$ cat config.mk
export PLATFORM = sky130hd
export DESIGN_NAME = balance_cntrl_slew
export DESIGN_NICKNAME = d
export VERILOG_FILES = /design/src/rtl/balance_cntrl_slew.sv
export SDC_FILE = /design/constraint.sdc
export NUM_CORES = 1
export LEC_CHECK = 0
export BUFFER_PORTS_ARGS = -buffer_cell sky130_fd_sc_hd__buf_4
export CELL_PAD_IN_SITES_DETAIL_PLACEMENT = 2
export CELL_PAD_IN_SITES_GLOBAL_PLACEMENT = 2
export CORE_MARGIN = 1
export CORE_UTILIZATION = 36
export DETAILED_ROUTE_END_ITERATION = 10
export PLACE_DENSITY_LB_ADDON = 0.1
export SLEW_MARGIN = 20
export SYNTH_ARGS = -nofsm -noshare
export SYNTH_HDL_FRONTEND = slang
export SYNTH_SLANG_ARGS = --single-unit
$ cat constraint.sdc
create_clock -name clk -period 16.15 [get_ports clk]
set_input_delay 3.23 -clock clk [delete_from_list [all_inputs] [get_ports clk]]
set_output_delay 3.23 -clock clk [all_outputs]
set_load 0.01 [all_outputs]
$ cat src/rtl/balance_cntrl_slew.sv
// Segway balance controller: PID on pitch, soft-start scaling, steering mix,
// per-wheel slew limiting and over-speed flag in a two-stage pipeline.
module balance_cntrl_slew #(
    parameter int SW       = 12,
    parameter int SLEW     = 64,
    parameter int TF_THR   = 1536,
    parameter bit fast_sim = 1'b0
) (
    input  logic                 clk,
    input  logic                 rst_n,
    input  logic                 pwr_up,
    input  logic                 vld,
    input  logic                 rider_off,
    input  logic                 en_steer,
    input  logic signed [15:0]   ptch,
    input  logic signed [15:0]   ptch_rt,
    input  logic        [11:0]   steer_pot,
    output logic signed [SW-1:0] lft_spd,
    output logic signed [SW-1:0] rght_spd,
    output logic                 too_fast,
    output logic                 spd_vld
);

    // Internal arithmetic width: wide enough for the PID sum and for pid*ss.
    localparam int WW = (SW + 8 > 20) ? SW + 8 : 20;

    localparam logic signed [WW-1:0] SPD_MAX   = WW'(2**(SW-1) - 1);
    localparam logic signed [WW-1:0] SPD_MIN   = WW'(-(2**(SW-1)));
    localparam logic signed [WW-1:0] SLEW_W    = WW'(SLEW);
    localparam logic signed [WW-1:0] TF_W      = WW'(TF_THR);
    localparam logic signed [18:0]   INTEG_MAX = 19'sd131071;
    localparam logic signed [18:0]   INTEG_MIN = -19'sd131071;
    localparam logic        [15:0]   SS_STEP   = fast_sim ? 16'd256 : 16'd1;

    typedef enum logic [1:0] {
        ST_OFF  = 2'd0,
        ST_RAMP = 2'd1,
        ST_RUN  = 2'd2
    } state_e;

    function automatic logic signed [WW-1:0] ext(input logic signed [SW-1:0] x);
        return {{(WW-SW){x[SW-1]}}, x};
    endfunction

    // Full two's-complement saturation to SW bits.
    function automatic logic signed [SW-1:0] sat_sw(input logic signed [WW-1:0] x);
        if (x > SPD_MAX) return SW'(SPD_MAX);
        if (x < SPD_MIN) return SW'(SPD_MIN);
        return SW'(x);
    endfunction

    function automatic logic signed [SW-1:0] slew_step(input logic signed [SW-1:0] prev,
                                                       input logic signed [SW-1:0] tgt);
        logic signed [WW-1:0] diff;
        logic signed [WW-1:0] nxt;
        diff = ext(tgt) - ext(prev);
        if (diff > SLEW_W)       nxt = ext(prev) + SLEW_W;
        else if (diff < -SLEW_W) nxt = ext(prev) - SLEW_W;
        else                     nxt = ext(tgt);
        return SW'(nxt);
    endfunction

    function automatic logic over_thr(input logic signed [SW-1:0] x);
        logic signed [WW-1:0] mag;
        mag = x[SW-1] ? -ext(x) : ext(x);
        return mag > TF_W;
    endfunction

    state_e                state_q, state_d;
    logic [15:0]           ss_cnt_q, ss_cnt_d;
    logic [16:0]           ss_sum;
    logic [15:0]           ss_inc;
    logic signed [17:0]    integ_q, integ_d;
    logic signed [SW-1:0]  pid_q, pid_d;
    logic                  vld1_q;
    logic signed [SW-1:0]  lft_q, rght_q;
    logic                  too_fast_q, spd_vld_q;

    // NOTE: every always_comb output gets a default first so no latch is inferred.
    always_comb begin
        ss_sum  = {1'b0, ss_cnt_q} + {1'b0, SS_STEP};
        ss_inc  = ss_sum[16] ? 16'hFFFF : ss_sum[15:0];
        state_d = state_q;
        unique case (state_q)
            ST_OFF:  state_d = ST_RAMP;
            ST_RAMP: if (ss_inc == 16'hFFFF) state_d = ST_RUN;
            ST_RUN:  state_d = ST_RUN;
            default: state_d = ST_OFF;
        endcase
        if (!pwr_up) state_d = ST_OFF;

        ss_cnt_d = '0;
        if (pwr_up && state_q != ST_OFF) ss_cnt_d = ss_inc;
    end

    logic signed [9:0]    err;
    logic signed [18:0]   integ_sum;
    logic signed [17:0]   integ_sat;
    logic signed [WW-1:0] err_w, p_term, i_term, d_term;
    logic signed [17:0]   i_sh;
    logic signed [15:0]   d_sh;
    logic                 integ_clr;

    // Stage 1: P, I (using the freshly accumulated integrator) and D terms.
    always_comb begin
        err = ptch[9:0];
        if (ptch > 16'sd511)       err = 10'sd511;
        else if (ptch < -16'sd512) err = -10'sd512;

        integ_sum = {integ_q[17], integ_q} + {{9{err[9]}}, err};
        integ_sat = integ_sum[17:0];
        if (integ_sum > INTEG_MAX)      integ_sat = INTEG_MAX[17:0];
        else if (integ_sum < INTEG_MIN) integ_sat = INTEG_MIN[17:0];

        integ_clr = rider_off || !pwr_up || state_q == ST_OFF;
        integ_d   = integ_q;
        if (integ_clr) integ_d = '0;
        else if (vld)  integ_d = integ_sat;

        err_w  = {{(WW-10){err[9]}}, err};
        p_term = (err_w <<< 2) + err_w;
        i_sh   = integ_d >>> 6;
        i_term = {{(WW-18){i_sh[17]}}, i_sh};
        d_sh   = ptch_rt >>> 6;
        d_term = -{{(WW-16){d_sh[15]}}, d_sh};

        pid_d = pid_q;
        if (vld) pid_d = sat_sw(p_term + i_term + d_term);
    end

    logic [7:0]           ss;
    logic signed [WW-1:0] ss_w, pid_prod, pid_ss, mix;
    logic [11:0]          pot_clip;
    logic signed [14:0]   st, st3, mix_sh;
    logic signed [SW-1:0] tgt_l, tgt_r, lft_nxt, rght_nxt;

    // Stage 2: soft-start scaling, steering mix and slew limiting.
    always_comb begin
        ss       = (state_q == ST_OFF) ? 8'd0 : ss_cnt_q[15:8];
        ss_w     = {{(WW-8){1'b0}}, ss};
        pid_prod = ext(pid_q) * ss_w;
        pid_ss   = pid_prod >>> 8;

        pot_clip = steer_pot;
        if (steer_pot < 12'h200)      pot_clip = 12'h200;
        else if (steer_pot > 12'hE00) pot_clip = 12'hE00;
        st     = $signed({3'b000, pot_clip}) - 15'sd2048;
        st3    = st * 15'sd3;
        mix_sh = st3 >>> 4;

        // Steering is ignored while OFF so the wheels wind down to zero.
        mix = '0;
        if (en_steer && state_q != ST_OFF) mix = {{(WW-15){mix_sh[14]}}, mix_sh};

        tgt_l    = sat_sw(pid_ss + mix);
        tgt_r    = sat_sw(pid_ss - mix);
        lft_nxt  = slew_step(lft_q, tgt_l);
        rght_nxt = slew_step(rght_q, tgt_r);
    end

    // NOTE: sequential state uses non-blocking assignments so all registers
    // sample their inputs from the same edge.
    always_ff @(posedge clk or negedge rst_n) begin
        if (!rst_n) begin
            state_q  <= ST_OFF;
            ss_cnt_q <= '0;
            integ_q  <= '0;
            pid_q    <= '0;
            vld1_q   <= 1'b0;
        end else begin
            state_q  <= state_d;
            ss_cnt_q <= ss_cnt_d;
            integ_q  <= integ_d;
            pid_q    <= pid_d;
            vld1_q   <= vld;
        end
    end

    always_ff @(posedge clk or negedge rst_n) begin
        if (!rst_n) begin
            lft_q      <= '0;
            rght_q     <= '0;
            too_fast_q <= 1'b0;
            spd_vld_q  <= 1'b0;
        end else begin
            spd_vld_q <= vld1_q;
            if (vld1_q) begin
                lft_q      <= lft_nxt;
                rght_q     <= rght_nxt;
                too_fast_q <= over_thr(lft_nxt) || over_thr(rght_nxt);
            end
        end
    end

    assign lft_spd  = lft_q;
    assign rght_spd = rght_q;
    assign too_fast = too_fast_q;
    assign spd_vld  = spd_vld_q;

endmodule
After elaboration in Yosys (flattened, before gate mapping):

Cells that the tools add are included.

* add/subtract/negate cells: 17
* $mul: 2
* div/mod/pow operators: 0
* magnitude comparators: 18
* equal/unequal tests: 4
* shift operators: 0
* mux-type cells: 44
* bitwise operators: 0
* reduce and logical (&&, ||, !) cells: 9

Operators by type and width (number)
* $mux 12: 18
* $gt 20x12->1 const B: 5
* $mux 18: 4
* $lt 20x12->1 const B: 3
* $mux 20: 3
* $neg 12->20: 2
* $mux 16: 2
* $gt 13x8->1 const B: 2
* $lt 13x7->1 const B: 2
* $sub 12x12->13: 2
* $add 12x8->12 const B: 2
* $sub 12x8->12 const B: 2
* $add 12x20->20: 1
* $add 14x20->20: 1
* $mul 12x9->20: 1
* $mux 10: 2
* $neg 20->20: 1
* $sub 12x20->20: 1
* $add 18x10->19: 1
* $gt 19x18->1 const B: 1
* $lt 19x18->1 const B: 1
* $add 16x1->17 const B: 1
* $eq 16x16->1 const B: 1
* $gt 16x10->1 const B: 1
* other kinds (19): 34

* flip-flop bits (word level): 75
* latch bits: 0
* memory bits (writable): 0
* memory bits (read-only): 0
* memories: 0

Logic depth before layout (Yosys ltp):

Gate-level depths: netlist of the first run.

* word-level depth: 20
* depth in mapped cells: 56
* depth with buffers taken out: 50

Worst setup path after synthesis of the first run:

No wires, ideal clock.

* path type: input-to-reg
* from: input port steer_pot[3]
* to: register too_fast_q, in the netlist too_fast
* arrival time: 12735 ps
* required time: 16024 ps
* slack: 3289 ps
* stages: 49
* cell sequence: nor4_1 -> nand3_1 -> a21oi_1 -> and2_1 -> ha_1 -> ha_1 -> nand4_1 -> o31ai_1 -> a21oi_1 -> o21bai_1 -> a21oi_1 -> o21bai_1 -> a21oi_1 -> o21bai_1 -> a21oi_1 -> nor2b_1 -> o21ai_0 -> xnor2_1 -> [13 not listed] -> a211oi_1 -> o211ai_1 -> and3_1 -> or2_2 -> a41o_1 -> clkbuf_1 -> nor3_1 -> nor2_1 -> clkbuf_1 -> o21ai_0 -> ha_1 -> nand2_1 -> mux2_2 -> o21ai_0 -> xnor2_1 -> and2_1 -> a41oi_1 -> o32a_1

* word-level cells in the longest chain between the ends: 20

RTL lines
* start: declaration: RTL line 17 `input logic [11:0] steer_pot,`
* $gt 12x12->1: RTL line 146 `else if (steer_pot > 12'hE00) pot_clip = 12'hE00;`
* $mux 12: RTL line 146
* $mux 12 *: RTL line 145 `if (steer_pot < 12'h200) pot_clip = 12'h200;`
* $sub 12x12->13 *: RTL line 147 `st = $signed({3'b000, pot_clip}) - 15'sd2048;`
* $mul 13x3->15 *: RTL line 148 `st3 = st * 15'sd3;`
* $mux 20 *: RTL line 153 `if (en_steer && state_q != ST_OFF) mix = {{(WW-15){mix_sh[14]}}, mix_sh};`
* $add 12x20->20 / $sub 12x20->20 (equally long branches): RTL line 155, 156
* $lt 20x12->1: RTL line 48 `if (x < SPD_MIN) return SW'(SPD_MIN);`
* [4 not listed]
* $sub 12x12->13: RTL line 56 `diff = ext(tgt) - ext(prev);`
* $lt 13x7->1: RTL line 58 `else if (diff < -SLEW_W) nxt = ext(prev) - SLEW_W;`
* $mux 12: RTL line 58
* $mux 12: RTL line 57 `if (diff > SLEW_W) nxt = ext(prev) + SLEW_W;`
* $neg 12->20: RTL line 65 `mag = x[SW-1] ? -ext(x) : ext(x);`
* $mux 20: RTL line 65
* $gt 20x12->1: RTL line 66 `return mag > TF_W;`
* $logic_or 1x1->1 *: RTL line 190 `too_fast_q <= over_thr(lft_nxt) || over_thr(rght_nxt);`
* end signal: assignment: RTL line 190
* end: declaration: RTL line 77 `logic too_fast_q, spd_vld_q;`

Every way passes the cells marked *; elsewhere a longest branch is shown, timed or not. The select of a mux whose other input is x is not followed.
A chain may end at the register's enable or synchronous reset.

Worst setup path in the final report of the first run:

* from: input port steer_pot[11]
* to: register too_fast_q, in the netlist too_fast

Same word-level chain as after synthesis.

==> results of run 1 <==
[placed cells by master (no fill, tap or decap), types with 6 or more instances in the layout]
| master | count |
|---|---|
| mux2i_1 | 31 |
| inv_1 | 216 |
| nor3b_1 | 7 |
| nor3_1 | 44 |
| a311oi_1 | 6 |
| a211o_1 | 8 |
| nand3b_1 | 7 |
| and3_1 | 18 |
| nand4_1 | 13 |
| nor2b_1 | 20 |
| dfrtp_1 | 75 |
| o211ai_1 | 13 |
| clkbuf_16 | 9 |
| a2111oi_0 | 6 |
| xor2_1 | 28 |
| buf_4 | 77 |
| a221o_1 | 12 |
| a21o_1 | 20 |
| o311ai_0 | 9 |
| o21a_1 | 22 |
| ha_1 | 150 |
| nand3_1 | 51 |
| a211oi_1 | 18 |
| o21bai_1 | 15 |
| a31oi_1 | 18 |
| nand2b_1 | 21 |
| nand2_1 | 142 |
| or3_1 | 13 |
| a21oi_1 | 111 |
| o21ai_0 | 78 |
| o221ai_1 | 11 |
| mux2_2 | 6 |
| fa_1 | 101 |
| and2_1 | 67 |
| nor2_1 | 112 |
| xnor2_1 | 61 |
| or2_2 | 19 |
| nor4_1 | 11 |
[worst min-delay path by stage]
stage	end	depth (start not counted)
final	ss_cnt_q[0]$_DFF_PN0_	1
after global placement	ss_cnt_q[0]$_DFF_PN0_	1
after floorplan	spd_vld$_DFF_PN0_	0
after global routing	ss_cnt_q[0]$_DFF_PN0_	1
after CTS	ss_cnt_q[0]$_DFF_PN0_	1
after detailed placement	ss_cnt_q[0]$_DFF_PN0_	1
[per-layer routing]
layer	part of all wire	wire, µm
met5	0	0
met3	0.016	719
met4	0.017	751
met1	0.45	19800
met2	0.51	22600
[cells by family (layout without fill, tap and decap cells)]
| family | Yosys count | after routing |
|---|---|---|
| xor gates and xnor gates | 89 | 89 |
| and+or+nand+nor | 578 | 578 |
| buffers and inverters | 283 | 310 |
| AOI/OAI and AO/OA | 403 | 403 |
| muxes | 38 | 38 |
| DFF | 75 | 75 |
| adders and majority gates | 251 | 251 |
[sequential cells by signal, indices dropped and copies added, names as in the netlist, 2 cells and up]
register,count
pid_q,12
rght_spd,12
state_q,2
lft_spd,12
integ_q,18
ss_cnt_q,16
[per-stage QoR]
| stage | instance area [µm²] | instances |
|---|---|---|
| after floorplan | 13700 | 1717 |
| after global placement | 14600 | 2239 |
| after detailed placement | 14600 | 2239 |
| after CTS | 14900 | 2255 |
| after global routing | 14900 | 2255 |
| final | 14900 | 2255 |
[area by class of cell]
cell class / instances / share of cell area
tap: 511 / 0.0428
timing repair buffer: 77 / 0.0387
inverter: 217 / 0.0545
multi-input combinational: 1359 / 0.718
clock inverter: 6 / 0.00469
sequential: 75 / 0.126
clock buffer: 10 / 0.0160
[power groups by stage]
| stage | registers (mW) | logic, mW | clock network (mW) |
|---|---|---|---|
| global placement | 0.338 | 1.95 | 0 |
| floorplan | 0.302 | 1.49 | 0 |
| finish | 0.335 | 2.06 | 0.226 |
| detailed placement | 0.341 | 2.04 | 0 |
| CTS | 0.337 | 2.06 | 0.234 |
| global route | 0.346 | 2.27 | 0.237 |
[worst max-delay path, delay by kind of cell]
family / cells / cell delay, ns
mux: 1 / 0.37
xor+xnor: 1 / 0.21
buf+inv: 2 / 0.23
fa+ha+maj: 5 / 1.80
compound gates: 20 / 5.19
simple gates: 14 / 3.89
==> results.json, run 1 <==
{
  "status": "finished, final reports clean",
  "synth_xor_xnor_area_share": 0.0570,
  "cpMostUsedCell": "a21oi_1",
  "synthToLayoutAreaGrowth_pct": 9.27,
  "numPortBuffers": 69,
  "place.gp.congestion": 0.810,
  "grt_pass1_wl_um": 72100,
  "post-place-ws_ns": 1.05,
  "holdBufCountCts": 0,
  "drt_iter0_markers": 323,
  "synth_mux_area_frac": 0.0293,
  "setup_viol": 0,
  "fp.dieW_um": 197,
  "sw_frac_of_total": 0.560,
  "synth_common_cells": "216 x inv_1, 150 x ha_1, 142 x nand2_1",
  "synth_top_area_share": 0.148,
  "synth_ff_type": "dfrtp_1",
  "setup.worst_path.end_class": "flop",
  "clockBufferDepth": 2,
  "internal-power_mw": 1.15,
  "ys_ff_latch": 75,
  "ys_warn_count": 0,
  "htree_levels": 3,
  "hp-start": "ss_cnt_q[0]$_DFF_PN0_",
  "comb_power_share": 0.786,
  "crit_path_max_incr_delay_ns": 0.61,
  "nFillCells": 4379,
  "period_share": 0.906,
  "endpoint": "too_fast$_DFFE_PN0P_",
  "num_antenna_cells": 0,
  "reg2reg_depth": 48,
  "die-height_um": 197,
  "regToRegEndpoint": "too_fast$_DFFE_PN0P_",
  "maxSlewHeadroom": 0.330,
  "final_nets": 2040,
  "clkSinkCount": 75,
  "fmax_ghz": 0.0683,
  "cap_viol_max_count": 0,
  "worstPathRequired_ns": 16.44,
  "crit_path_start": "steer_pot[11]",
  "synth.most_common_cell": "inv_1",
  "timing.final.ws_setup_ns": 1.51,
  "yosys.area.top_type": "fa_1",
  "reg2reg_slack_ns": 1.75,
  "hpwlAfterDp_um": 36400,
  "synth_compound_area_frac": 0.196,
  "tns_ns": 0,
  "cts.reportedPaths.clkPinSlew_ns": 0.07,
  "synth_top_family_by_area": "adder cells",
  "synthArstFlopShare": 1.00,
  "sequentialPowerShare": 0.128,
  "synth_simple_gate_area_share": 0.217,
  "worstReg2RegStart": "state_q[0]$_DFFE_PN0P_",
  "cts_root_buf": "clkbuf_16",
  "tritoncts": "built",
  "power.share.clock": 0.086,
  "cts_resized": 0,
  "grt_pass1_vias": 13800,
  "powerDensity_mw_per_mm2": 175,
  "synth_cell_types": 82,
  "multi_input_area_mm2": 0.0107,
  "num_rows": 71,
  "crit_type": "in -> reg",
  "top_usage_layer": "met2",
  "avgSynthCellArea_um2": 7.96,
  "synth_seq_area_share": 0.137,
  "critPathSlowestCell": "or4_1",
  "synth_area_leaders": "fa_1 15%, dfrtp_1 14%, ha_1 14%",
  "synth_nets": 2018,
  "worstMarginPinSlew_ns": 1.00,
  "drive_gt1_frac": 0.0745,
  "die_area_mm2": 0.0388,
  "power_mw": 2.62,
  "start_util": 0.365,
  "drc_errors": 0,
  "worstSkewPairLatency_ns": 0.36,
  "min_period_ns": 14.64,
  "p_sw_mw": 1.47,
  "synth-adder-area-share": 0.285,
  "cts_buffers": 9,
  "syn_area_mm2": 0.0137,
  "worstHoldPathType": "reg -> reg",
  "cp-start-kind": "input port",
  "worstPathArrival_ns": 14.93,
  "skew_ns": 0.00531,
  "antenna_found_initial": 0,
  "synthCells": 1717,
  "grt_use_met3": 0.0252,
  "routed-via-count": 12500,
  "power.leakage_nw": 7.26,
  "post-cts-setup-buffers": 0,
  "met1_usage": 0.290,
  "wire_per_inst_um": 19.5,
  "drtAntennaViolNets": 0,
  "routed_wl_um": 43900,
  "rsz0062_at_grt": "no",
  "synth_edf_count": 0,
  "final-seq-area_mm2": 0.00188,
  "worst-path-max-fanout": 17,
  "slew_viol_final": 0,
  "finalCoreUtilization": 0.399,
  "vdd_drop_max_uv": 127,
  "core_area_mm2": 0.0375,
  "hold_violations": 0,
  "io-pin-count": 76,
  "grt_max_degree": 45,
  "whs_ns": 0.502,
  "drt-pass1-iter-count": 4,
  "grt_usage": 0.232,
  "use_met2": 0.425,
  "via_per_inst": 5.54,
  "overflow": 0
}
(Power assumes the default switching activity.)
==> run 2, diff against run 1 <==
- CORE_MARGIN: 1 -> 5
==> results.json, run 2 (synthesis gave the netlist of run 1 again) <==
{
  "status": "finished, final reports clean",
  "worstMarginPinSlew_ns": 0.926,
  "drive_gt1_frac": 0.0740,
  "worstHoldPathType": "reg -> reg",
  "via_per_inst": 5.51,
  "reg_top3": "integ_q: 18 flops, ss_cnt_q: 16 flops",
  "synthToLayoutAreaGrowth_pct": 9.22,
  "drc_errors": 0,
  "wire_per_inst_um": 19.3,
  "antenna_found_initial": 0,
  "largest_register_ffs": 18,
  "hpwlAfterDp_um": 36500,
  "num_rows": 71,
  "crit_type": "in -> reg",
  "grt_use_met3": 0.0263,
  "crit_buf_inv": 3,
  "cts_resized": 0,
  "slew_viol_final": 0,
  "die-height_um": 205,
  "period_share": 0.910,
  "start_util": 0.364,
  "cpMostUsedCell": "a21oi_1",
  "cts_root_buf": "clkbuf_16",
  "multi_input_area_mm2": 0.0107,
  "min_period_ns": 14.69,
  "cp-start-kind": "input port",
  "finalCoreUtilization": 0.397,
  "power_mw": 2.61,
  "grt_pass1_vias": 13800,
  "grt_pass1_wl_um": 72400,
  "worst-path-max-fanout": 17,
  "tritoncts": "built",
  "post-cts-setup-buffers": 0,
  "place.gp.congestion": 0.803,
  "top_usage_layer": "met2",
  "fmax_ghz": 0.0681,
  "fp.dieW_um": 205,
  "routed_wl_um": 43600,
  "power.leakage_nw": 7.25,
  "grt_usage": 0.211,
  "met1_usage": 0.258,
  "cts.reportedPaths.clkPinSlew_ns": 0.07,
  "top_register": "integ_q",
  "final_nets": 2039,
  "layout.cells.non_filler": 2254,
  "clkSinkCount": 75,
  "numPortBuffers": 69,
  "routed-via-count": 12400,
  "setup.worst_path.end_class": "flop",
  "htree_levels": 3,
  "clockBufferDepth": 2,
  "maxSlewHeadroom": 0.381,
  "cap_viol_max_count": 0,
  "worstPathArrival_ns": 15.00,
  "drtAntennaViolNets": 0,
  "holdBufCountCts": 0,
  "io-pin-count": 76,
  "overflow": 0,
  "use_met2": 0.403,
  "tns_ns": 0,
  "hold_violations": 0,
  "core_area_mm2": 0.0376,
  "dp_cells": 2238,
  "cts_buffers": 9,
  "vdd_drop_max_uv": 86.9,
  "skew_ns": 0.0101,
  "powerDensity_mw_per_mm2": 175,
  "final_common_cell": "inv_1",
  "grt_max_degree": 43,
  "crit_path_max_incr_delay_ns": 0.64,
  "drt_iter0_markers": 326,
  "nFillCells": 4424,
  "crit_family": "compound AO/OA/AOI/OAI gates",
  "final_cell_mix": "216 x inv_1, 150 x ha_1, 142 x nand2_1",
  "rsz0062_at_grt": "no",
  "setup_viol": 0,
  "worstPathRequired_ns": 16.46,
  "drt-pass1-iter-count": 4,
  "critPathSlowestCell": "a2111oi_0",
  "final-seq-area_mm2": 0.00188,
  "worstSkewPairLatency_ns": 0.37,
  "die_area_mm2": 0.0420,
  "num_antenna_cells": 0
}
[run 2: changes by cell type in the layout (fill, tap and decap cells not counted), sizes merged]
| cell | delta |
|---|---|
| buf | -1 |
| clkinvlp | +1 |
| inv | +1 |
| clkinv | -2 |
[run 2: per-stage QoR]
step                      hold slack (ns)  instance area, µm²  setup WS, ns
after global placement              0.483               14600          1.38
after detailed placement            0.493               14600          1.06
final                               0.489               14900          1.46
after CTS                           0.498               14900          1.41
after floorplan                     0.352               13700          3.29
after global routing                0.538               14900         0.176
[run 2: final timing paths]
| kind | endpoint | cells past startpoint | slack [ns] | startpoint |
|---|---|---|---|---|
| max in group asynchronous | ss_cnt_q[8]$_DFF_PN0_ | 2 | 12.29 | rst_n |
| min | ss_cnt_q[0]$_DFF_PN0_ | 1 | 0.49 | ss_cnt_q[0]$_DFF_PN0_ |
| min in group asynchronous | rght_spd[7]$_DFFE_PN0P_ | 1 | 2.84 | rst_n |
| min reg2reg | ss_cnt_q[0]$_DFF_PN0_ | 1 | 0.49 | ss_cnt_q[0]$_DFF_PN0_ |
| max | too_fast$_DFFE_PN0P_ | 45 | 1.46 | steer_pot[3] |
| max reg2reg | too_fast$_DFFE_PN0P_ | 48 | 1.68 | state_q[0]$_DFFE_PN0P_ |
[run 2: area by class of cell]
type / count / area share
clock inverters: 6 / 0.00478
inverters: 217 / 0.0545
well taps: 511 / 0.0428
flip-flops and latches: 75 / 0.126
multi-input cells: 1359 / 0.718
repair buffers: 76 / 0.0382
clock buffers: 10 / 0.0160
[run 2: where the power goes]
part	internal (mW)	switching [mW]	total, mW
Clock	0.126	0.100	0.227
Sequential	0.242	0.0936	0.335
Combinational	0.784	1.27	2.05
Total	1.15	1.46	2.61
[run 2: layer usage]
metal / vias up / wire length (µm)
met5: - / 0
met4: 0 / 456
met3: 30 / 643
met2: 90 / 23200
met1: 6309 / 19300
li1: 5996 / -
==> run 3, diff against run 2 <==
- clock period: 16.15 -> 17.5 ns (I/O delays scaled with it)
==> results.json, run 3 (synthesis gave the netlist of run 1 again) <==
{
  "drt_iter0_markers": 287,
  "cpMostUsedCell": "a21oi_1",
  "power.leakage_nw": 7.24,
  "crit_path_max_incr_delay_ns": 0.72,
  "cts_resized": 0,
  "crit_buf_inv": 3,
  "routed-via-count": 12500,
  "slew_viol_final": 0,
  "whs_ns": 0.500,
  "powerDensity_mw_per_mm2": 160,
  "cp-start-kind": "input port",
  "final_nets": 2040,
  "htree_levels": 3,
  "tritoncts": "built",
  "status": "finished, final reports clean",
  "numPortBuffers": 69,
  "grt_usage": 0.212,
  "antenna_found_initial": 0,
  "die-height_um": 205,
  "final_common_cell": "inv_1",
  "drive_gt1_frac": 0.0740,
  "worstMarginPinSlew_ns": 1.04,
  "post-cts-setup-buffers": 0,
  "clkSinkCount": 75,
  "holdBufCountCts": 0,
  "worstSkewPairLatency_ns": 0.36,
  "power_mw": 2.39,
  "cap_viol_max_count": 0,
  "grt_pass1_vias": 13900,
  "crit_type": "in -> reg",
  "routed_wl_um": 44000,
  "place.gp.congestion": 0.805,
  "grt_max_degree": 43,
  "fp.dieW_um": 205,
  "cts_root_buf": "clkbuf_16",
  "worstHoldPathType": "reg -> reg",
  "worstPathRequired_ns": 17.74,
  "hpwlAfterDp_um": 36800,
  "grt_pass1_wl_um": 73000,
  "vdd_drop_max_uv": 97.1,
  "wire_per_inst_um": 19.5,
  "start_util": 0.364,
  "cts.reportedPaths.clkPinSlew_ns": 0.07,
  "period_share": 0.870,
  "min_period_ns": 15.23,
  "worst-path-max-fanout": 17,
  "hold_violations": 0,
  "drt-pass1-iter-count": 4,
  "tns_ns": 0,
  "drtAntennaViolNets": 0,
  "final_cell_mix": "216 x inv_1, 150 x ha_1, 142 x nand2_1",
  "drc_errors": 0,
  "synthToLayoutAreaGrowth_pct": 9.07,
  "setup_viol": 0,
  "skew_ns": 0.00807,
  "critPathSlowestCell": "a2111oi_0",
  "die_area_mm2": 0.0420,
  "rsz0062_at_grt": "no",
  "clockBufferDepth": 2,
  "overflow": 0,
  "num_rows": 71,
  "io-pin-count": 76,
  "crit_family": "compound AO/OA/AOI/OAI gates",
  "core_area_mm2": 0.0376,
  "cts_buffers": 9,
  "via_per_inst": 5.52,
  "setup.worst_path.end_class": "flop",
  "top_register": "integ_q",
  "maxSlewHeadroom": 0.306,
  "fmax_ghz": 0.0657,
  "largest_register_ffs": 18,
  "reg_top3": "integ_q: 18 flops, ss_cnt_q: 16 flops",
  "worstPathArrival_ns": 15.47
}
==> run 3: cell types whose count changed in the layout (fill, tap and decap cells not counted), sizes merged <==
cell    delta
clkinv     +2
buf        +1
bufinv     -1
diode      +1
inv        -1
==> run 3: path summary, 6_finish.rpt <==
kind                                        start                      end  slack [ns]  cells past startpoint
min reg2reg                 ss_cnt_q[0]$_DFF_PN0_    ss_cnt_q[0]$_DFF_PN0_        0.50                      1
max                                  steer_pot[3]     too_fast$_DFFE_PN0P_        2.27                     43
min                         ss_cnt_q[0]$_DFF_PN0_    ss_cnt_q[0]$_DFF_PN0_        0.50                      1
min in group asynchronous                   rst_n  rght_spd[7]$_DFFE_PN0P_        3.12                      1
max in group asynchronous                   rst_n     pid_q[7]$_DFFE_PN0P_       13.37                      2
max reg2reg                state_q[0]$_DFFE_PN0P_     too_fast$_DFFE_PN0P_        2.91                     43
==> run 3: cell type report <==
type,count,area (µm²)
repair buffers,77,578
fillers,4382,22700
multi-input cells,1359,10700
clock inverters,6,50.0
flip-flops and latches,75,1880
well taps,511,639
inverters,217,815
clock buffers,10,229
diodes,1,2.50
==> run 3: through the flow <==
stage	area, µm²	utilization	setup slack, ns	std cells
2_1_floorplan	13700	-	4.37	1717
3_3_place_gp	14600	0.389	2.46	2239
3_5_place_dp	14600	0.389	2.03	2239
4_1_cts	14900	0.397	2.36	2255
5_1_grt	14900	0.397	1.27	2255
6_report	14900	0.397	2.27	2256
==> run 3: power breakdown <==
part,leakage (nW),internal [mW],switching [mW]
clock network,0.135,0.0982,0.0936
registers,0.955,0.223,0.0883
logic,6.15,0.724,1.16
total,7.24,1.05,1.35
==> run 3: per-layer routing <==
| layer | vias to the layer above | routed length, µm | part of all wire | track usage |
|---|---|---|---|---|
| met1 | 6344 | 19700 | 0.45 | 0.262 |
| met3 | 32 | 539 | 0.012 | 0.0195 |
| met2 | 77 | 23300 | 0.53 | 0.406 |
| met5 | - | 0 | 0 | 0 |
| li1 | 6001 | - | - | - |
| met4 | 0 | 495 | 0.011 | 0.0352 |
